## config.mk

```make
export PLATFORM = sky130hd
export DESIGN_NAME = mul_seq_flat
export DESIGN_NICKNAME = d
export VERILOG_FILES = /design/src/rtl/mul_pkg.sv /design/src/rtl/mul_seq_if.sv /design/src/rtl/mul_seq.sv /design/src/flat_wrapper.sv
export SDC_FILE = /design/constraint.sdc
export NUM_CORES = 1
export LEC_CHECK = 0
export CELL_PAD_IN_SITES_DETAIL_PLACEMENT = 0
export CELL_PAD_IN_SITES_GLOBAL_PLACEMENT = 1
export CORE_UTILIZATION = 37
export DETAILED_ROUTE_END_ITERATION = 10
export PLACE_DENSITY = 0.81
export REMOVE_ABC_BUFFERS = 1
export SLEW_MARGIN = 25
export SYNTH_ARGS = -nofsm -noshare
export SYNTH_HDL_FRONTEND = slang
export SYNTH_SLANG_ARGS = --single-unit
export TNS_END_PERCENT = 1
```

## constraint.sdc

```tcl
create_clock -name clk -period 2.05 [get_ports clk]
set_input_delay 0.205 -clock clk [delete_from_list [all_inputs] [get_ports clk]]
set_output_delay 0.205 -clock clk [all_outputs]
set_load 0.05 [all_outputs]
```

## src/rtl/mul_pkg.sv

```systemverilog
// Shared types and defaults for the sequential shift-add multiplier.
package mul_pkg;

  localparam int MUL_WIDTH_DEFAULT = 8;

  typedef enum logic [1:0] {
    IDLE = 2'd0,
    RUN  = 2'd1,
    FIN  = 2'd2
  } mul_state_t;

endpackage

```

## src/rtl/mul_seq_if.sv

```systemverilog
// Start/busy/done handshake plus operand and HI/LO result bus of the multiplier.
interface mul_seq_if #(
  parameter int WIDTH = 8
);

  logic             start;
  logic             signed_op;
  logic [WIDTH-1:0] A;
  logic [WIDTH-1:0] B;
  logic             busy;
  logic             done;
  logic [WIDTH-1:0] HI;
  logic [WIDTH-1:0] LO;

  modport master (
    output start, signed_op, A, B,
    input  busy, done, HI, LO
  );

  modport slave (
    input  start, signed_op, A, B,
    output busy, done, HI, LO
  );

endinterface

```

## src/rtl/mul_seq.sv

```systemverilog
// Sequential shift-add multiplier with MIPS MULT/MULTU style HI/LO result.
// Signed operands are reduced to magnitudes, multiplied unsigned over WIDTH
// steps, and the sign is reapplied on the full-width product in FIN.
module mul_seq
  import mul_pkg::*;
#(
  parameter int WIDTH = MUL_WIDTH_DEFAULT,
  parameter int CNT_W = $clog2(WIDTH + 1)
) (
  input logic     clk,
  input logic     rst,
  mul_seq_if.slave bus
);

  mul_state_t         state_r;
  logic [CNT_W-1:0]   cnt_r;
  logic [WIDTH-1:0]   acc_hi_r;
  logic [WIDTH-1:0]   mplier_r;
  logic [WIDTH-1:0]   mcand_r;
  logic               neg_r;
  logic               busy_r;
  logic               done_r;
  logic [WIDTH-1:0]   hi_r;
  logic [WIDTH-1:0]   lo_r;

  logic [WIDTH:0]     addend_s;
  logic [WIDTH:0]     sum_s;
  logic [2*WIDTH-1:0] prod_s;
  logic [2*WIDTH-1:0] fin_s;

  // Magnitude of an operand; -2^(WIDTH-1) maps to 2^(WIDTH-1) as unsigned.
  function automatic logic [WIDTH-1:0] mag(input logic [WIDTH-1:0] v, input logic sgn);
    if (sgn && v[WIDTH-1]) begin
      return ~v + {{(WIDTH-1){1'b0}}, 1'b1};
    end else begin
      return v;
    end
  endfunction

  // One add/shift step and the sign-corrected final product.
  always_comb begin
    addend_s = {(WIDTH+1){1'b0}};
    if (mplier_r[0]) begin
      addend_s = {1'b0, mcand_r};
    end else begin
      addend_s = {(WIDTH+1){1'b0}};
    end
    sum_s  = {1'b0, acc_hi_r} + addend_s;
    prod_s = {acc_hi_r, mplier_r};
    if (neg_r) begin
      fin_s = ~prod_s + {{(2*WIDTH-1){1'b0}}, 1'b1};
    end else begin
      fin_s = prod_s;
    end
  end

  // Control FSM with datapath registers and registered handshake outputs.
  always_ff @(posedge clk) begin
    if (rst) begin
      state_r  <= IDLE;
      cnt_r    <= {CNT_W{1'b0}};
      acc_hi_r <= {WIDTH{1'b0}};
      mplier_r <= {WIDTH{1'b0}};
      mcand_r  <= {WIDTH{1'b0}};
      neg_r    <= 1'b0;
      busy_r   <= 1'b0;
      done_r   <= 1'b0;
      hi_r     <= {WIDTH{1'b0}};
      lo_r     <= {WIDTH{1'b0}};
    end else begin
      case (state_r)
        IDLE: begin
          done_r <= 1'b0;
          if (bus.start) begin
            state_r  <= RUN;
            busy_r   <= 1'b1;
            mcand_r  <= mag(bus.A, bus.signed_op);
            mplier_r <= mag(bus.B, bus.signed_op);
            neg_r    <= bus.signed_op & (bus.A[WIDTH-1] ^ bus.B[WIDTH-1]);
            acc_hi_r <= {WIDTH{1'b0}};
            cnt_r    <= {CNT_W{1'b0}};
          end else begin
            busy_r <= 1'b0;
          end
        end
        RUN: begin
          // Shift {carry, acc_hi, mplier} right by one after the conditional add.
          acc_hi_r <= sum_s[WIDTH:1];
          mplier_r <= {sum_s[0], mplier_r[WIDTH-1:1]};
          if (cnt_r == CNT_W'(WIDTH - 1)) begin
            state_r <= FIN;
            cnt_r   <= {CNT_W{1'b0}};
          end else begin
            cnt_r <= cnt_r + CNT_W'(1);
          end
        end
        FIN: begin
          hi_r    <= fin_s[2*WIDTH-1:WIDTH];
          lo_r    <= fin_s[WIDTH-1:0];
          done_r  <= 1'b1;
          busy_r  <= 1'b0;
          state_r <= IDLE;
        end
        default: begin
          state_r <= IDLE;
          busy_r  <= 1'b0;
          done_r  <= 1'b0;
        end
      endcase
    end
  end

  assign bus.busy = busy_r;
  assign bus.done = done_r;
  assign bus.HI   = hi_r;
  assign bus.LO   = lo_r;

endmodule

```

## src/flat_wrapper.sv

```systemverilog
// flat-port wrapper written by rule: the top's interface ports become plain ports
module mul_seq_flat import mul_pkg::*;
#(
  parameter int WIDTH = MUL_WIDTH_DEFAULT,
  parameter int CNT_W = $clog2(WIDTH + 1)
)
  (clk, rst, bus_start, bus_signed_op, bus_A, bus_B, bus_busy, bus_done, bus_HI, bus_LO);
  mul_seq_if #(.WIDTH(WIDTH)) bus_i ();
  input logic clk;
  input logic rst;
  input wire logic [$bits(bus_i.start)-1:0] bus_start;
  input wire logic [$bits(bus_i.signed_op)-1:0] bus_signed_op;
  input wire logic [$bits(bus_i.A)-1:0] bus_A;
  input wire logic [$bits(bus_i.B)-1:0] bus_B;
  output wire logic [$bits(bus_i.busy)-1:0] bus_busy;
  output wire logic [$bits(bus_i.done)-1:0] bus_done;
  output wire logic [$bits(bus_i.HI)-1:0] bus_HI;
  output wire logic [$bits(bus_i.LO)-1:0] bus_LO;
  assign bus_i.start = bus_start;
  assign bus_i.signed_op = bus_signed_op;
  assign bus_i.A = bus_A;
  assign bus_i.B = bus_B;
  assign bus_busy = bus_i.busy;
  assign bus_done = bus_i.done;
  assign bus_HI = bus_i.HI;
  assign bus_LO = bus_i.LO;
  mul_seq #(.WIDTH(WIDTH), .CNT_W(CNT_W)) u_core (.clk(clk), .rst(rst), .bus(bus_i));
endmodule
```

# Word level (Yosys, flattened, before mapping)

Index checks and enable logic that the tools add are counted.

Word-level logic and storage cells: 49
Register bits after elaboration: 49
Output and inout port bits: 18
Bits of input ports: 20

Reduce and logical (&&, ||, !) cells: 7
Bitwise gates (word level): 5
Add/sub/neg operators: 5
Muxes and demuxes: 17
Equality and inequality tests: 5

Operators with widths:

| kind                                                                   | count |
|---|---|
| 8-bit 2-to-1 mux                                                       | 5 |
| 8-bit case mux with 2 select lines                                     | 2 |
| 16-bit by 1-bit adder with 16-bit output (second input constant)       | 1 |
| 8-bit by 1-bit adder with 8-bit output (second input constant)         | 2 |
| 16-bit 2-to-1 mux                                                      | 1 |
| 16-bit inverter                                                        | 1 |
| 8-bit inverter                                                         | 2 |
| 8-bit by 8-bit adder with 9-bit output                                 | 1 |
| 4-bit 2-to-1 mux                                                       | 2 |
| 4-bit case mux with 2 select lines                                     | 1 |
| 2-bit AND reduction                                                    | 3 |
| 4-bit by 1-bit adder with 4-bit output (second input constant)         | 1 |
| 4-bit by 3-bit equality test with 1-bit output (second input constant) | 1 |
| 2-bit 2-to-1 mux                                                       | 2 |
| 1-bit case mux with 2 select lines                                     | 2 |
| 2-bit case mux with 2 select lines                                     | 1 |
| 2-bit by 1-bit equality test with 1-bit output (second input constant) | 1 |
| 2-bit equality test (second input constant)                            | 1 |
| 1-bit logical AND                                                      | 2 |
| 2-bit zero test                                                        | 1 |
| 2-bit by 1-bit != test with 1-bit output (second input constant)       | 1 |
| 2-bit != test (second input constant)                                  | 1 |
| 2-bit nonzero test                                                     | 1 |
| 1-bit AND                                                              | 1 |
| 2 further kinds                                                        | 2 |

# Longest topological paths before layout

Gate-level depths: netlist of run 1.

Depth in word-level cells: 5
Gate-level depth with buffers: 9
Gate-level depth less buffers: 8

# Worst setup path after synthesis of run 1

OpenSTA, ideal clock, no wires.

Path type: register to register
Start point: register u_core.mplier_r[0]
End point: register u_core.acc_hi_r[5]
Data required time: 1.927 ns
Stages on the path, launching flop included: 10
Path buffers: 1
Library setup time: 0.123 ns
Arrival time: 1.962 ns
Slack: -0.035 ns
Clock period less this slack: 2.085 ns
Path through: dfxtp_1 clkbuf_1 and2_1 ha_1 fa_1 a211oi_1 o21bai_1 a21oi_1 xor2_1 o21ai_0

Cells in the longest elaborated chain, start to end: 3

Ends and longest elaborated chain:

| element                                | RTL line      | source |
|---|---|---|
| start: declaration                     | mul_seq.sv:18 | `logic [WIDTH-1:0] mplier_r;` |
| start signal: assignment               | mul_seq.sv:63 | `mplier_r <= {WIDTH{1'b0}};` |
| start signal: assignment               | mul_seq.sv:78 | `mplier_r <= mag(bus.B, bus.signed_op);` |
| start signal: assignment               | mul_seq.sv:89 | `mplier_r <= {sum_s[0], mplier_r[WIDTH-1:1]};` |
| 8-bit 2-to-1 mux                       | mul_seq.sv:43 | `if (mplier_r[0]) begin` |
| 8-bit by 8-bit adder with 9-bit output | mul_seq.sv:48 | `sum_s = {1'b0, acc_hi_r} + addend_s;` |
| 8-bit case mux with 2 select lines     | mul_seq.sv:71 | `case (state_r)` |
| end signal: assignment                 | mul_seq.sv:62 | `acc_hi_r <= {WIDTH{1'b0}};` |
| end signal: assignment                 | mul_seq.sv:80 | `acc_hi_r <= {WIDTH{1'b0}};` |
| end signal: assignment                 | mul_seq.sv:88 | `acc_hi_r <= sum_s[WIDTH:1];` |
| end: declaration                       | mul_seq.sv:17 | `logic [WIDTH-1:0] acc_hi_r;` |

No other way between the ends.
A chain may end at the register's enable or synchronous reset.

# Final worst setup path of run 1

Start point: register u_core.mplier_r[1]
End point: register u_core.hi_r[7], in the netlist u_core.bus.HI[7]

Cells in the longest elaborated chain, start to end: 3

Ends and longest elaborated chain:

| element                                  | RTL line      | source |
|---|---|---|
| 16-bit inverter                          | mul_seq.sv:51 | `fin_s = ~prod_s + {{(2*WIDTH-1){1'b0}}, 1'b1};` |
| 16-bit by 1-bit adder with 16-bit output | mul_seq.sv:51 |  |
| 16-bit 2-to-1 mux                        | mul_seq.sv:50 | `if (neg_r) begin` |
| end signal: assignment                   | mul_seq.sv:68 | `hi_r <= {WIDTH{1'b0}};` |
| end signal: assignment                   | mul_seq.sv:98 | `hi_r <= fin_s[2*WIDTH-1:WIDTH];` |
| end: declaration                         | mul_seq.sv:23 | `logic [WIDTH-1:0] hi_r;` |

No other way between the ends.

==> results of run 1 <==
[where the power goes]
group | leakage (nW) | switching [mW] | internal, mW
clock | 0.0585 | 0.315 | 0.398
sequential | 0.399 | 0.0373 | 0.990
combinational | 0.841 | 0.208 | 0.189
[synth_stat cells, types with 4 or more instances]
library cell / number
dfxtp_1: 49
nor2_1: 45
nand2_1: 24
a211oi_1: 22
xor2_1: 22
o21ai_0: 20
clkbuf_1: 14
ha_1: 12
a21oi_1: 11
and2_1: 9
inv_1: 9
nand3_1: 8
xnor2_1: 7
a22oi_1: 5
nand2b_1: 5
o31ai_1: 5
a31oi_1: 4
o41ai_1: 4
or3_1: 4
[flip-flops by register name, indices dropped and copies added (netlist names), 2 cells and up]
name / cells
u_core.mcand_r: 8
u_core.mplier_r: 8
u_core.bus.LO: 8
u_core.state_r: 2
u_core.cnt_r: 4
u_core.acc_hi_r: 8
u_core.bus.HI: 8
[worst max-delay path, cell delays in order (launching register included)]
cell and delay, ns:
dfxtp_1 0.33, or3_2 0.51, or4_4 0.48, o41ai_4 0.31, xor2_1 0.20, a211oi_2 0.08
[routing by layer]
layer	part of all wire (%)	wire length [um]	vias up	global-route usage (%)
met4	0.58	32	0	3.636
met2	44	2428	58	25.47
met3	3.4	190	2	2.571
li1	-	-	1215	-
met5	0	0	-	0
met1	52	2877	988	22.40
[through the flow]
stage / setup WS [ns] / hold slack [ns] / instance area [sq um]
after floorplan: -0.008882 / 0.2741 / 2569
after global placement: -0.04298 / 0.4389 / 3219
after detailed placement: -0.1168 / 0.4479 / 3219
after CTS: -0.02933 / 0.4621 / 3348
after global routing: -0.06497 / 0.4884 / 3402
final: 0.02773 / 0.4524 / 3402
[what timing repair did]
action	in CTS	in global routing
hold buffers	0	0
buffers inserted	0	1
setup endpoints to repair	2	9
resized for setup	2	11
pin swaps	0	6
[layout make-up]
| class | instances | area share [%] |
|---|---|---|
| Tap cell | 96 | 3.531 |
| Inverter | 9 | 0.9930 |
| Multi-Input combinational cell | 238 | 47.41 |
| Sequential cell | 49 | 28.91 |
| Clock inverter | 1 | 0.8827 |
| Timing Repair Buffer | 59 | 15.74 |
| Clock buffer | 7 | 2.538 |
[logic make-up (layout without fill, tap and decap cells)]
logic type	after synthesis	count (layout)	share of synthesized area, %
compound gates	84	84	22.40
xor+xnor	29	29	9.676
fa+ha+maj	13	13	6.482
buf+inv	24	76	3.432
flops	49	49	37.37
mux	2	2	0.7627
simple gates	110	110	19.88
[layout by cell type, fill, tap and decap left out, drive strengths merged, types with 8 or more instances in the layout]
cell,synthesis,final
nand2,24,24
nand3,8,8
a21oi,11,11
inv,9,9
buf,1,22
o21ai,20,20
ha,12,12
dfxtp,49,49
and2,9,9
clkdlybuf4s50,0,37
xor2,22,22
nor2,45,45
a211oi,22,22
[worst paths after layout]
| check | startpoint | endpoint | slack [ns] |
|---|---|---|---|
| max | u_core.mplier_r[1] | u_core.bus.HI[7] | 0.03 |
| min | u_core.bus.busy | u_core.bus.busy | 0.45 |
| max reg2reg | u_core.mplier_r[1] | u_core.bus.HI[7] | 0.03 |
| min reg2reg | u_core.bus.busy | u_core.bus.busy | 0.45 |
==> impl_metrics.toml, run 1 <==
[status]
outcome = "complete, no violations"

[logic_synthesis]
yosysSeqAreaShare_pct = 37.37
synth_cell_type_count = 38
synth_edf_count = 0
async_reset_ff_share_pct = 0
yosys-top-cells-area = "dfxtp_1 37%, xor2_1 7.3%, nor2_1 6.4%"
synth_area_sq_mm = 0.002625
ys.flop_type = "dfxtp_1"
synthCells = 311
syn_avg_cell_area_sq_um = 8.441
yosysTopAreaCellShare_pct = 37.37
synth_area_leader_cell = "dfxtp_1"
synth-seq-cells = 49
yosys_warnings = 0

[critical_path]
crit_type = "flip-flop to flip-flop"
worstPathArrival_ns = 2.20
cp_max_fo = 5
rr_worst_depth = 5
worstPathRequired_ns = 2.23
end_kind = "flip-flop"
start_kind = "flip-flop"

[sta]
max_clock_freq_ghz = 0.4945
tns_ns = 0
slew_viol_final = 0
slew-limit-headroom_pct = 44.06
fin_skew_ns = 0.004661
setup_viol = 0
post-route-period-util_pct = 98.65
worstMarginPinSlew_ns = 0.8361
rsz0062_at_grt = "yes"
finalCriticalPeriod_ns = 2.022
hold_viol_final = 0

[final_layout]
drive_gt1_share_pct = 12.95
layout.nets = 395
multiInputGateArea_sq_mm = 0.001613
final_cells = 459
antenna-diode-count = 0
seqCellArea_sq_um = 983.4
fin_util_pct = 49.80
area_growth_pct = 29.60
fillers = 707

[placement]
io_buffers = 37
gp_congestion = 0.8308
place_inst = 450
dpl.hpwl_um = 4317

[die]
dieArea_sq_mm = 0.007436
placementRows = 30
io_pins = 38
die_w_um = 86.23
core_area_sq_mm = 0.006832
chipHeight_um = 86.23
initial_core_util_pct = 38.42

[route]
wl_um = 5529
drt_iter0_markers = 112
drcViolationCount = 0
num_vias = 2263
dr.pass1.iters = 5
wl_per_cell_um = 12.05
vias_per_cell = 4.930
ant_nets = 0

[pwr]
power_mw = 2.138
p_leak_nw = 1.299
peakVddDrop_mv = 0.3332
powerDensity_mw_per_mm2 = 628.4

[global_route]
gr-total-overflow = 0
grt_pass1_wl_um = 9487
antenna_found_initial = 0
grt_max_degree = 33
grt_pass1_vias = 2022
grt_use_total_pct = 15.89

[clock_tree]
clk_pin_slew_worst_paths_ns = 0.09
cts-root-buf = "clkbuf_8"
insertion_delay_ns = 0.30
clock-sinks = 49
numCtsBuffers = 5
cts_tree = "yes"
cts_buffer_depth = 2
htreeDepth = 2

[flow_run]
drv_cap = 0

[min_path]
holdPathStages = 2
hold_path_class = "flip-flop to flip-flop"
(Power assumes the default switching activity.)
==> run 2, diff against run 1 <==
CELL_PAD_IN_SITES_DETAIL_PLACEMENT = default   (was 0)
CELL_PAD_IN_SITES_GLOBAL_PLACEMENT = default   (was 1)
CORE_UTILIZATION = 49   (was 37)
==> impl_metrics.toml, run 2 (same netlist as run 1, synthesis figures left out) <==
[pwr]
power_frac_comb_pct = 17.9
p_leak_nw = 1.268
p_clk_share_pct = 33.8
power.switching_mw = 0.5643
peakVddDrop_mv = 0.3682
p_sw_share_pct = 26.53
p_seq_share_pct = 48.3
p_int_mw = 1.562
powerDensity_mw_per_mm2 = 643.1
power_mw = 2.127

[placement]
gp_congestion = 0.9634
placed_cell_area_sq_mm = 0.003149
dpl.hpwl_um = 4284
place_inst = 419
io_buffers = 37
pre_cts_ws_ns = -0.05076

[critical_path]
crit_start = "u_core.acc_hi_r[0]"
start_kind = "flip-flop"
worstSetupEndpoint = "u_core.bus.HI[7]"
worstPathRequired_ns = 2.24
cp_max_fo = 5
slowest_delay_ns = 0.55
end_kind = "flip-flop"
critPathMostFrequentCell = "or4_4"
r2r_start = "u_core.acc_hi_r[0]"
rrSetupSlack_ns = -0.02
r2r-end = "u_core.bus.HI[7]"
worstPathArrival_ns = 2.27
crit_type = "flip-flop to flip-flop"
rr_worst_depth = 5
crit_slowest_cell = "or4_4"
path_cells = "or4_4 > or4_4 > o41ai_4 > xor2_1 > a211oi_2"

[status]
violations = "negative setup slack"
outcome = "finished, violations left"

[route]
ant_nets = 0
wl_per_cell_um = 13.05
dr.pass1.iters = 5
vias_per_cell = 5.555
wl_um = 5571
drcViolationCount = 0
num_vias = 2372
drt_iter0_markers = 107

[flow_run]
drv_cap = 0

[sta]
slew_viol_final = 0
setup_ws_ns = -0.02429
rsz0062_at_grt = "yes"
setup_viol = 1
post-route-period-util_pct = 101.2
max_clock_freq_ghz = 0.4821
finalCriticalPeriod_ns = 2.074
hold_ws_ns = 0.4452
fin_skew_ns = 0.004544
tns_ns = -0.02429
slew-limit-headroom_pct = 42.12
hold_viol_final = 0
worstMarginPinSlew_ns = 0.8650

[min_path]
hold_path_class = "flip-flop to flip-flop"
holdPathStages = 2
min-delay-start = "u_core.bus.busy"

[final_layout]
fin_util_pct = 64.34
fin_area_sq_mm = 0.003307
mostFrequentLayoutCells = "48 x dfxtp_1, 45 x nor2_1, 37 x clkdlybuf4s50_1"
final_cells = 427
layout.nets = 389
drive_gt1_share_pct = 10.64
antenna-diode-count = 0
multiInputGateArea_sq_mm = 0.001593
fillers = 460
final_common_cell = "dfxtp_1"
area_growth_pct = 25.98
seqCellArea_sq_um = 982.2

[clock_tree]
clk_pin_slew_worst_paths_ns = 0.09
insertion_delay_ns = 0.30
cts-root-buf = "clkbuf_8"
postCtsSetupBuffers = 0
cts_tree = "yes"
cts_buffer_depth = 2
htreeDepth = 2
clock-sinks = 49
numCtsBuffers = 5
cts_hold_buf = 0

[global_route]
grt_use_total_pct = 21.82
gr-total-overflow = 0
antenna_found_initial = 0
grt_pass1_vias = 2061
grt_pass1_wl_um = 9377
grt_max_degree = 32

[die]
dieArea_sq_mm = 0.005654
chipHeight_um = 75.19
io_pins = 38
core_area_sq_mm = 0.005140
placementRows = 26
die_w_um = 75.19
initial_core_util_pct = 51.07
-- run 2: how the worst min path moves through the flow --
stage	end	slack, ns
floorplan	u_core.cnt_r[2]	0.27
finish	u_core.bus.busy	0.45
detailed placement	u_core.bus.busy	0.43
global placement	u_core.bus.busy	0.43
global route	u_core.bus.busy	0.47
CTS	u_core.bus.busy	0.45
-- run 2: final cells by class --
cell class	instances	share of cell area, %
clock buffers	6	2.497
clock inverters	2	1.135
inverters	9	1.022
multi-input cells	238	48.17
flip-flops and latches	49	29.70
well taps	70	2.649
repair buffers	53	14.83
-- run 2: worst max-delay path: cells and delay by family, from the launching register on --
family | cells | cell delay (ns)
AO/OA/AOI/OAI | 2 | 0.39
XOR/XNOR | 1 | 0.21
flip-flops | 1 | 0.36
AND/OR/NAND/NOR | 2 | 1.01
-- run 2: power groups by stage --
stage               sequential [mW]  combinational, mW  clock, mW
finish                         1.03              0.380      0.720
global route                   1.03              0.417      0.769
CTS                            1.03              0.372      0.728
detailed placement             1.05              0.368          0
global placement               1.05              0.358          0
floorplan                      1.05              0.210          0
-- run 2: repair_timing --
action                     in CTS  in global routing
gates cloned                    0                  0
resized for setup               3                  5
pin swaps                       1                  0
hold endpoints to repair        0                  0
setup endpoints to repair       5                  8
-- run 2: layer usage --
| metal | global-route usage, % | vias to the layer above | share of wire [%] |
|---|---|---|---|
| met5 | 0 | - | 0 |
| met4 | 7.202 | 0 | 1.6 |
| met3 | 2.811 | 10 | 5.2 |
| met2 | 38.14 | 82 | 49 |
| met1 | 27.86 | 1073 | 44 |
| li1 | - | 1207 | - |
==> run 3, diff against run 2 <==
CTS_BUF_LIST = sky130_fd_sc_hd__clkbuf_16   (was default)
SLEW_MARGIN = 10   (was 25)
==> impl_metrics.toml, run 3 (same netlist as run 1, synthesis figures left out) <==
[critical_path]
crit_slowest_cell = "or4_4"
rr_worst_depth = 5
cp_top_family = "simple AND/OR/NAND/NOR gates"
worstPathArrival_ns = 2.22
crit_type = "flip-flop to flip-flop"
crit_buf_inv = 0
critPathMostFrequentCell = "or4_4"
slowest_delay_ns = 0.57
worstPathRequired_ns = 2.22
worst-path-stages = 5
path_cells = "or4_4 > or4_4 > o41ai_4 > xor2_1 > a211oi_2"
start_kind = "flip-flop"
cp_max_fo = 4
end_kind = "flip-flop"

[clock_tree]
clock-sinks = 49
numCtsBuffers = 5
htreeDepth = 2
cts-root-buf = "clkbuf_16"
postCtsSetupBuffers = 0
clk_pin_slew_worst_paths_ns = 0.06
cts_buffer_depth = 2
cts_hold_buf = 0
cts_tree = "yes"
insertion_delay_ns = 0.29

[final_layout]
drive_gt1_share_pct = 11.20
antenna-diode-count = 0
layout.nets = 389
fin_util_pct = 65.68
final_common_cell = "dfxtp_1"
mostFrequentLayoutCells = "48 x dfxtp_1, 45 x nor2_1, 37 x clkdlybuf4s50_1"
area_growth_pct = 28.60

[sta]
tns_ns = 0
max_clock_freq_ghz = 0.4882
slew-limit-headroom_pct = 40.82
hold_viol_final = 0
fin_skew_ns = 0.003602
post-route-period-util_pct = 99.92
slew_viol_final = 0
finalCriticalPeriod_ns = 2.048
worstMarginPinSlew_ns = 0.8844
setup_viol = 0
rsz0062_at_grt = "yes"

[die]
io_pins = 38
die_w_um = 75.19
chipHeight_um = 75.19
dieArea_sq_mm = 0.005654
placementRows = 26
initial_core_util_pct = 51.07
core_area_sq_mm = 0.005140

[placement]
io_buffers = 37
gp_congestion = 0.9634
dpl.hpwl_um = 4284

[flow_run]
drv_cap = 0

[route]
dr.pass1.iters = 4
num_vias = 2421
ant_nets = 0
vias_per_cell = 5.670
drt_iter0_markers = 113
drcViolationCount = 0
wl_per_cell_um = 13.93
wl_um = 5948

[pwr]
p_leak_nw = 1.286
peakVddDrop_mv = 0.4789
powerDensity_mw_per_mm2 = 691.4

[global_route]
grt_pass1_wl_um = 9722
grt_use_total_pct = 22.75
antenna_found_initial = 0
grt_pass1_vias = 2167
grt_max_degree = 32
gr-total-overflow = 0

[min_path]
holdPathStages = 2
hold_path_class = "flip-flop to flip-flop"

[status]
outcome = "complete, no violations"
-- run 3: cell count changes in the layout (fill, tap and decap cells not counted) --
cell and change:
a211oi_2 -1, a211oi_4 +1, clkbuf_16 +5, clkbuf_8 -6
clkinv_1 +1, dfxtp_2 -1, dfxtp_4 +1, fa_1 -1
fa_2 +1, o31ai_1 -2, o31ai_2 +2
-- run 3: worst register-to-register path, delay by kind of cell (launching register included) --
kind | cells | cell delay (ns)
xor gates and xnor gates | 1 | 0.21
DFF | 1 | 0.31
AOI/OAI and AO/OA | 2 | 0.31
and+or+nand+nor | 2 | 1.10
-- run 3: cell type report --
| type | count | area, sq um |
|---|---|---|
| inverter | 9 | 33.78 |
| tap | 70 | 87.58 |
| multi-input combinational | 238 | 1613 |
| fill | 443 | 1764 |
| timing repair buffer | 53 | 490.5 |
| clock buffer | 5 | 125.1 |
| sequential | 49 | 984.7 |
| clock inverter | 3 | 41.29 |
-- run 3: power by group --
group	total (mW)	switching [mW]	internal (mW)
Combinational	0.389	0.212	0.178
Sequential	1.03	0.0386	0.989
Clock	0.917	0.346	0.571
Total	2.33	0.596	1.74
-- run 3: timing repair --
item | 4_1_cts | 5_1_grt
gates cloned | 0 | 0
gates resized for setup | 3 | 10
setup endpoints to repair | 5 | 9
pin swaps | 2 | 6
-- run 3: path summary, 6_finish.rpt --
path	startpoint	end	slack [ns]
worst max-delay path	u_core.mplier_r[6]	u_core.bus.HI[7]	0.002
worst min-delay path	u_core.bus.busy	u_core.bus.busy	0.44
worst max register to register	u_core.mplier_r[6]	u_core.bus.HI[7]	0.002
worst min register to register	u_core.bus.busy	u_core.bus.busy	0.44
-- run 3: metrics by stage --
step	cells	area, sq um	setup WS (ns)	hold WS, ns	power, mW
6_report	427	3376	0.001694	0.4414	2.334
5_1_grt	427	3376	-0.06282	0.4704	2.428
4_1_cts	427	3329	-0.01331	0.4443	2.327
3_5_place_dp	419	3149	-0.05076	0.4346	1.415
3_3_place_gp	419	3149	0.02754	0.4322	1.404
2_1_floorplan	296	2569	-0.008882	0.2741	1.261
-- run 3: layer usage --
layer | share of wire [%] | vias up | global-route usage (%)
met5 | 0 | - | 0
met4 | 2.3 | 0 | 7.819
met3 | 5.0 | 16 | 4.819
met2 | 49 | 93 | 40.04
met1 | 43 | 1112 | 27.55
li1 | - | 1200 | -
